$ cat config.mk
export PLATFORM = sky130hd
export DESIGN_NAME = one_hot_demux
export DESIGN_NICKNAME = d
export VERILOG_FILES = /design/src/rtl/one_hot_demux.sv
export SDC_FILE = /design/constraint.sdc
export NUM_CORES = 1
export LEC_CHECK = 0
export CAP_MARGIN = 10
export CORE_ASPECT_RATIO = 1.1
export CORE_MARGIN = 3
export CORE_UTILIZATION = 40
export CTS_CLUSTER_SIZE = 16
export DETAILED_ROUTE_END_ITERATION = 16
export PLACE_DENSITY = 0.72
export SETUP_SLACK_MARGIN = 0.3
export SLEW_MARGIN = 15
export SYNTH_ARGS = -nofsm -noshare
export SYNTH_HDL_FRONTEND = slang
export SYNTH_SLANG_ARGS = --single-unit
$ cat constraint.sdc
create_clock -name clk -period 4.4 [get_ports clk]
set_clock_uncertainty 0.05 [all_clocks]
set_input_delay 0.88 -clock clk [delete_from_list [all_inputs] [get_ports clk]]
set_output_delay 0.88 -clock clk [all_outputs]
set_load 0.1 [all_outputs]
$ cat src/rtl/one_hot_demux.sv
// Purpose: routes one valid/ready input stream to one of CHANNELS registered outputs selected by a one-hot tag; drops and counts illegal tags.
// Latency: 1 cycle from input accept to outValid on the target channel; selError/errCount update 1 cycle after an illegal accept.
// Backpressure: inReady drops only when the target channel is full and its outReady is low; illegal tags are always accepted.
module one_hot_demux #(
    parameter int WIDTH         = 8,
    parameter int CHANNELS      = 4,
    parameter int ERR_CNT_WIDTH = 8
) (
    input  logic                        clk,
    input  logic                        reset,
    input  logic                        inValid,
    output logic                        inReady,
    input  logic [CHANNELS-1:0]         selOneHot,
    input  logic [WIDTH-1:0]            dataIn,
    output logic [CHANNELS*WIDTH-1:0]   dataOutBus,
    output logic [CHANNELS-1:0]         outValid,
    input  logic [CHANNELS-1:0]         outReady,
    output logic                        selError,
    output logic [ERR_CNT_WIDTH-1:0]    errCount
);

    // Per-channel holding registers and error-tracking state.
    logic [CHANNELS-1:0]        r_valid;
    logic [CHANNELS*WIDTH-1:0]  r_data;
    logic                       r_sel_err;
    logic [ERR_CNT_WIDTH-1:0]   r_err_cnt;

    logic [CHANNELS-1:0]        w_sel_minus1;
    logic                       w_legal;
    logic [CHANNELS-1:0]        w_space;
    logic                       w_tgt_free;
    logic                       w_accept;
    logic [CHANNELS-1:0]        w_load;
    logic                       w_drop;
    logic                       w_cnt_max;

    // A vector is one-hot when it is non-zero and clearing its lowest set bit leaves zero.
    assign w_sel_minus1 = selOneHot - CHANNELS'(1);
    assign w_legal      = (selOneHot != '0) && ((selOneHot & w_sel_minus1) == '0);

    // A channel can take a word when it is empty or is being drained this cycle.
    assign w_space      = ~r_valid | outReady;

    // With a legal select only one bit survives the mask, so the OR picks the target's state.
    assign w_tgt_free   = |(selOneHot & w_space);

    // Illegal words are swallowed unconditionally; inValid deliberately plays no part here.
    assign inReady      = w_legal ? w_tgt_free : 1'b1;

    assign w_accept     = inValid & inReady;
    assign w_load       = (w_accept && w_legal) ? selOneHot : '0;
    assign w_drop       = w_accept & ~w_legal;
    assign w_cnt_max    = &r_err_cnt;

    // Load or drain each channel's holding register; a reload wins over a drain so throughput has no bubble.
    always_ff @(posedge clk) begin
        if (!reset) begin
            r_valid <= '0;
            r_data  <= '0;
        end else begin
            for (int k = 0; k < CHANNELS; k++) begin
                if (w_load[k]) begin
                    r_data[k*WIDTH +: WIDTH] <= dataIn;
                    r_valid[k]               <= 1'b1;
                end else if (outReady[k]) begin
                    r_valid[k]               <= 1'b0;
                end
            end
        end
    end

    // Pulse selError for each dropped word and count drops, holding at the maximum instead of wrapping.
    always_ff @(posedge clk) begin
        if (!reset) begin
            r_sel_err <= 1'b0;
            r_err_cnt <= '0;
        end else begin
            r_sel_err <= w_drop;
            if (w_drop && !w_cnt_max) begin
                r_err_cnt <= r_err_cnt + ERR_CNT_WIDTH'(1);
            end
        end
    end

    assign dataOutBus = r_data;
    assign outValid   = r_valid;
    assign selError   = r_sel_err;
    assign errCount   = r_err_cnt;

endmodule

==> results by group, run 1 <==
Status
  – Outcome: finished, final reports clean

Die
  – Die width: 70.7 µm
  – Initial Util: approximately 42%
  – IO Pins: 65
  – Core ar.: 0.00438 mm²
  – FP Rows: 25
  – Die area: 0.00546 mm²
  – Die Y-Extent: 77.2 µm

Clock tree
  – CTS clock-pin slew for the worst setup and hold paths: 0.07 ns
  – Post-CTS Setup Bufs: 0
  – Root Buffer: clkbuf_8
  – TritonCTS clock tree: built
  – TritonCTS Buffers: 5
  – # H-tree levels: 2
  – Number of clock sinks: 45
  – PostCTS Resize Cnt: 0
  – Clock buffer depth: 2
  – Clock insertion delay at the later pin of the skew report: around 0.29 ns
  – Hold buffers post-CTS: 0

Hold path
  – Min-delay src: dataOutBus[1]
  – Worst min path class: flop to flop
  – Worst Hold End: dataOutBus[1]
  – Hold depth: 2

Power
  – Peak VDD IR: between 0.0002 and 0.00025 V
  – PD cells: 304 mW/mm²
  – LEAKAGE: between 1 and 1.5 nW
  – Total power: 0.000789 W

Worst setup path
  – FF-to-FF End: dataOutBus[21]
  – Startpoint types: input port
  – R2R cell count: 4
  – WP data required: between 3 and 4 ns
  – RR Startpoint: outValid[0]
  – Crit path max fanout: 6
  – Critical path endpoint category: primary output
  – WS Path Type: input port to primary output
  – R2R Setup Slk: 2.61 ns
  – WP data arrival: approximately 2.5 ns

Cells and area
  – Filler cells: 383
  – Layout cells sized above 1: 4.69%
  – Final core occ: just under 60%
  – Final std cells w/o fill: 310
  – Antenna fix cells: 0
  – Fin nets: 276
  – Multi-input gate area: 882 µm²
  – Area Growth Syn to Fin: 40.9%
  – Storage element area: 901 µm²

STA
  – Fmax: 292 MHz
  – Fin Hold WS: 0.407 ns
  – Fin. Hold Viols: 0
  – Final setup TNS: 0 ns
  – RSZ-0062 raised after global routing: no
  – Slew @ Worst Pin: 0.996 ns
  – Final min period: 3.43 ns
  – Slew HR: 33.4%
  – Final setup viols: 0
  – Period utilization: 77.9%
  – Max Slew Vio Count: 0

Synthesis
  – Area fraction of the dominant cell type after synthesis: 48.9%
  – Syn. warnings: 0
  – Register area share after synthesis: 48.9%
  – Synth area leaders: dfxtp_1 (49%), mux2i_1 (19%), nand2_1 (9.8%)
  – Mapped Avg Cell Area: 9.55 µm²
  – Synth cell count leaders: nand2_1 (48), dfxtp_1 (45), mux2i_1 (35)
  – Synthesized flop and latch total: 45
  – Cell Area, Synth: 0.00184 mm²
  – Syn Nets: 213
  – Synth unique cells: 29
  – Post-Syn Instances: roughly 190
  – Most frequent cell after synthesis: nand2_1
  – Fraction of registers with async set/reset: 0%
  – Synth area leader: dfxtp_1
  – EDFF count, synth: 0
  – Ys flop type: dfxtp_1

Placement
  – Gp weighted congestion: approximately 0.81
  – Post-Place Cells: 303
  – Port buffer count: 64
  – DP Wirelength: roughly 3000 µm

Global route
  – Overflow after GRT: 0
  – Global-route wire length before repair: a little over 7000 µm
  – Number of global-route vias before repair: 1527
  – Largest net degree at the start of global routing: 26
  – Initial antenna violation count: 0
  – Gr usage total: 16.2%

Detailed routing
  – # DRC: 0
  – Drt first pass iters: 4
  – DR WL/cell: 14.0 µm
  – Vias per inst: 5.14
  – Post-Route WL: around 4300 µm
  – Final ANT Viol Nets: 0
  – Number of DRC markers in iteration 0: 100
  – Vias post-DR: 1594

Job
  – Max Cap Viol: 0
## worst max-delay path by stage
stage	startpoint	end	slack (ns)
4_1_cts	selOneHot[3]	inReady	1.02
3_5_place_dp	selOneHot[3]	inReady	1.02
5_1_grt	selOneHot[3]	inReady	0.86
2_1_floorplan	outValid[1]	inReady	1.13
3_3_place_gp	selOneHot[3]	inReady	1.10
6_report	selOneHot[3]	inReady	0.97
## power by group
group,internal [W],switching (W)
logic,0.0000376,0.0000817
clock network,0.000125,0.000126
registers,0.000414,0.00000514
total,0.000576,0.000213
## area by class of cell
type | count | share of cell area (%)
flip-flops and latches | 45 | 34.7
well taps | 54 | 2.60
inverters | 4 | 0.578
multi-input cells | 135 | 34.0
repair buffers | 65 | 24.9
clock buffers | 7 | 3.32
## routing by layer
layer	track usage [%]	vias up	part of all wire [%]
li1	-	793	-
met1	20.5	746	45
met3	6.29	7	7.1
met4	3.38	0	0.58
met2	26.2	48	47
met5	0	-	0
## worst max-delay path, cell delays in order
cell,delay (ns)
clkdlybuf4s50_1,0.50
nor4b_1,0.57
a211o_2,0.21
nand3_1,0.07
buf_4,0.26
## registers in the layout, indices dropped and copies added, names as in the netlist
register / count
dataOutBus: 32
errCount: 8
outValid: 4
selError: 1
## cells by family (layout without fill, tap and decap cells)
kind of cell	after synthesis	in the layout	synth area share (%)
AND/OR/NAND/NOR	74	74	18.7
adder cells (fa/ha/maj)	1	1	0.679
buffers and inverters	13	76	3.26
multiplexers	35	35	19.0
flip-flops	45	45	48.9
AO/OA/AOI/OAI	24	24	9.03
XOR/XNOR	1	1	0.475
## cells in the final DEF, fill, tap and decap left out, drive strengths merged, types with 3 or more instances in the layout
master and count:
nor2 4, clkbuf 7, nand2b 5, o31ai 3, a21o 4, mux2i 35
inv 3, dfxtp 45, or4 3, clkdlybuf4s50 63, a21oi 9, nand3 3
and3 3, nand4 3, nand2 48
## metrics by stage
step | setup WS (ns) | instance area (µm²)
finish | 0.971 | 2600
CTS | 1.02 | 2600
global route | 0.862 | 2600
detailed placement | 1.02 | 2510
floorplan | 1.13 | 1840
global placement | 1.10 | 2510
(Power assumes the default switching activity.)
==> run 2, diff against run 1 <==
PLACE_DENSITY = 0.75   (was 0.72)
clock period = 2.8 ns   (was 4.4 ns; I/O delays follow)
==> run 2 against run 1 <==
  * Register-to-register slack got worse by 1.4 ns
  * Core utilization rose by 1.3 points
  * Routed wire length rose by 0.69%
  * Sequential share of layout area fell by 0.55 points
  * Hold slack improved by 0.0055 ns
  * Critical path depth did not move
  * Critical endpoint unchanged
==> results by group, run 2 (synthesis results as in run 1) <==
Status
  – Outcome: finished, final reports clean

STA
  – Fin Hold WS: 0.413 ns (+0.00554 ns)
  – Slew HR: 75.9% (+42 points)
  – Fin. Hold Viols: 0 (unchanged)
  – RSZ-0062 raised after global routing: no
  – Max Slew Vio Count: 0 (unchanged)
  – Final min period: about 2.4 ns
  – Fmax: between 400 and 500 MHz
  – Slew @ Worst Pin: 0.362 ns (-0.633 ns)
  – Final setup viols: 0 (unchanged)
  – Period utilization: 84.1%
  – Final setup TNS: 0 ns (unchanged)

Cells and area
  – Area Growth Syn to Fin: 44.0%
  – Final core occ: 60.6% (+1.3 points)
  – Antenna fix cells: 0 (unchanged)
  – Fin nets: 286 (+3.6%)
  – Final std cells w/o fill: 321 (+3.5%)
  – Largest register FFs: 32 (unchanged)
  – Layout cells sized above 1: 28.1% (+23 points)
  – Commonest cells after routing, fill and taps aside: buf_4 (55), nand2_1 (48), dfxtp_1 (41)
  – Most common cell after layout, fill and taps aside: buf_4
  – Post-route cell area: 0.00265 mm² (+2.2%)

Global route
  – Overflow after GRT: 0 (unchanged)
  – Initial antenna violation count: 0 (unchanged)
  – Gr usage total: 16.5% (+0.27 points)
  – Number of global-route vias before repair: 1500 (-1.8%)
  – Largest net degree at the start of global routing: 49 (+88%)
  – Global-route wire length before repair: 7160 µm (-0.28%)

Clock tree
  – Root Buffer: clkbuf_8
  – TritonCTS Buffers: 5 (unchanged)
  – CTS clock-pin slew for the worst setup and hold paths: 0.08 ns (about the same)
  – TritonCTS clock tree: built
  – # H-tree levels: 2 (unchanged)
  – Number of clock sinks: 45 (unchanged)
  – Clock insertion delay at the later pin of the skew report: 0.29 ns (about the same)
  – Hold buffers post-CTS: 0 (unchanged)
  – Clock buffer depth: 2 (unchanged)

Detailed routing
  – Number of DRC markers in iteration 0: 96 (-4.0%)
  – Final ANT Viol Nets: 0 (unchanged)
  – Vias per inst: 4.97 (-3.3%)
  – Drt first pass iters: 4 (unchanged)
  – Vias post-DR: 1596 (+0.13%)
  – DR WL/cell: 13.6 µm (-2.8%)
  – Post-Route WL: 4370 µm (+0.69%)
  – # DRC: 0 (unchanged)

Worst setup path
  – Crit path max fanout: 2 (-4)
  – WP data required: 2.19 ns (-1.28 ns)
  – Critical path endpoint category: primary output
  – WS Path Type: input port to primary output
  – WP data arrival: 1.74 ns (-0.76 ns)
  – Startpoint types: input port

Die
  – Initial Util: 42.1% (unchanged)
  – Core ar.: 0.00438 mm² (unchanged)
  – Die width: 70.7 µm (unchanged)
  – IO Pins: 65 (unchanged)
  – FP Rows: 25 (unchanged)
  – Die area: 0.00546 mm² (unchanged)
  – Die Y-Extent: 77.2 µm (unchanged)

Power
  – Peak VDD IR: 0.000309 V (+34%)
  – LEAKAGE: 1.26 nW (+18%)
  – PD cells: 511 mW/mm² (+68%)

Job
  – Max Cap Viol: 0 (unchanged)

Placement
  – Post-Place Cells: 312 (+3.0%)
  – DP Area: 0.00250 mm² (-0.40%)
  – Port buffer count: 64 (unchanged)
  – Gp weighted congestion: 0.804 (-0.41%)
  – DP Wirelength: 3110 µm (+3.6%)

Hold path
  – Worst min path class: flop to flop
run 2: changes by cell type in the layout (fill, tap and decap cells not counted), sizes merged:
cell / delta
bufinv: +1
clkdlybuf4s50: -49
buf: +55
dlygate4sd2: +3
dlymetal6s2s: +1
run 2: power by group:
group / internal (W) / leakage (nW) / switching [W]
Clock: 0.000291 / 0.0585 / 0.000211
Sequential: 0.000650 / 0.366 / 0.00000869
Combinational: 0.0000629 / 0.831 / 0.000132
run 2: repair_timing:
item | CTS | global route
resized for setup | 7 | 1
endpoints found under the setup margin | 1 | 1
setup buffers | 0 | 1
run 2: final timing paths:
check	slack [ns]	end	start	cells past startpoint
max reg2reg	1.19	errCount[3]	errCount[0]	4
max	0.45	inReady	outReady[0]	5
min reg2reg	0.41	dataOutBus[11]	dataOutBus[11]	2
min	0.41	dataOutBus[11]	dataOutBus[11]	2
run 2: worst max-delay path: stages:
cell             delay [ns]
clkdlybuf4s50_1        0.39
nand2b_1               0.15
a22oi_1                0.30
nand3_2                0.14
buf_12                 0.19
run 2: layer usage:
layer	up-vias	track usage, %	wire [µm]
li1	811	-	-
met1	734	20.1	1900
met5	-	0	0
met4	0	6.20	56
met3	5	6.55	362
met2	46	26.0	2050
run 2: final cells by class:
class	instances	area, µm²
Sequential cell	45	906
Tap cell	54	67.6
Timing Repair Buffer	75	632
Clock inverter	1	30.0
Fill cell	388	1730
Multi-Input combinational cell	135	917
Clock buffer	7	86.3
Inverter	4	15.0
run 2: stage by stage:
step / worst slack (ns) / power (W)
final: 0.446 / 0.00136
after CTS: 0.317 / 0.00137
after global routing: 0.391 / 0.00141
after floorplan: 0.422 / 0.000802
after global placement: 0.190 / 0.000865
after detailed placement: 0.0890 / 0.000866
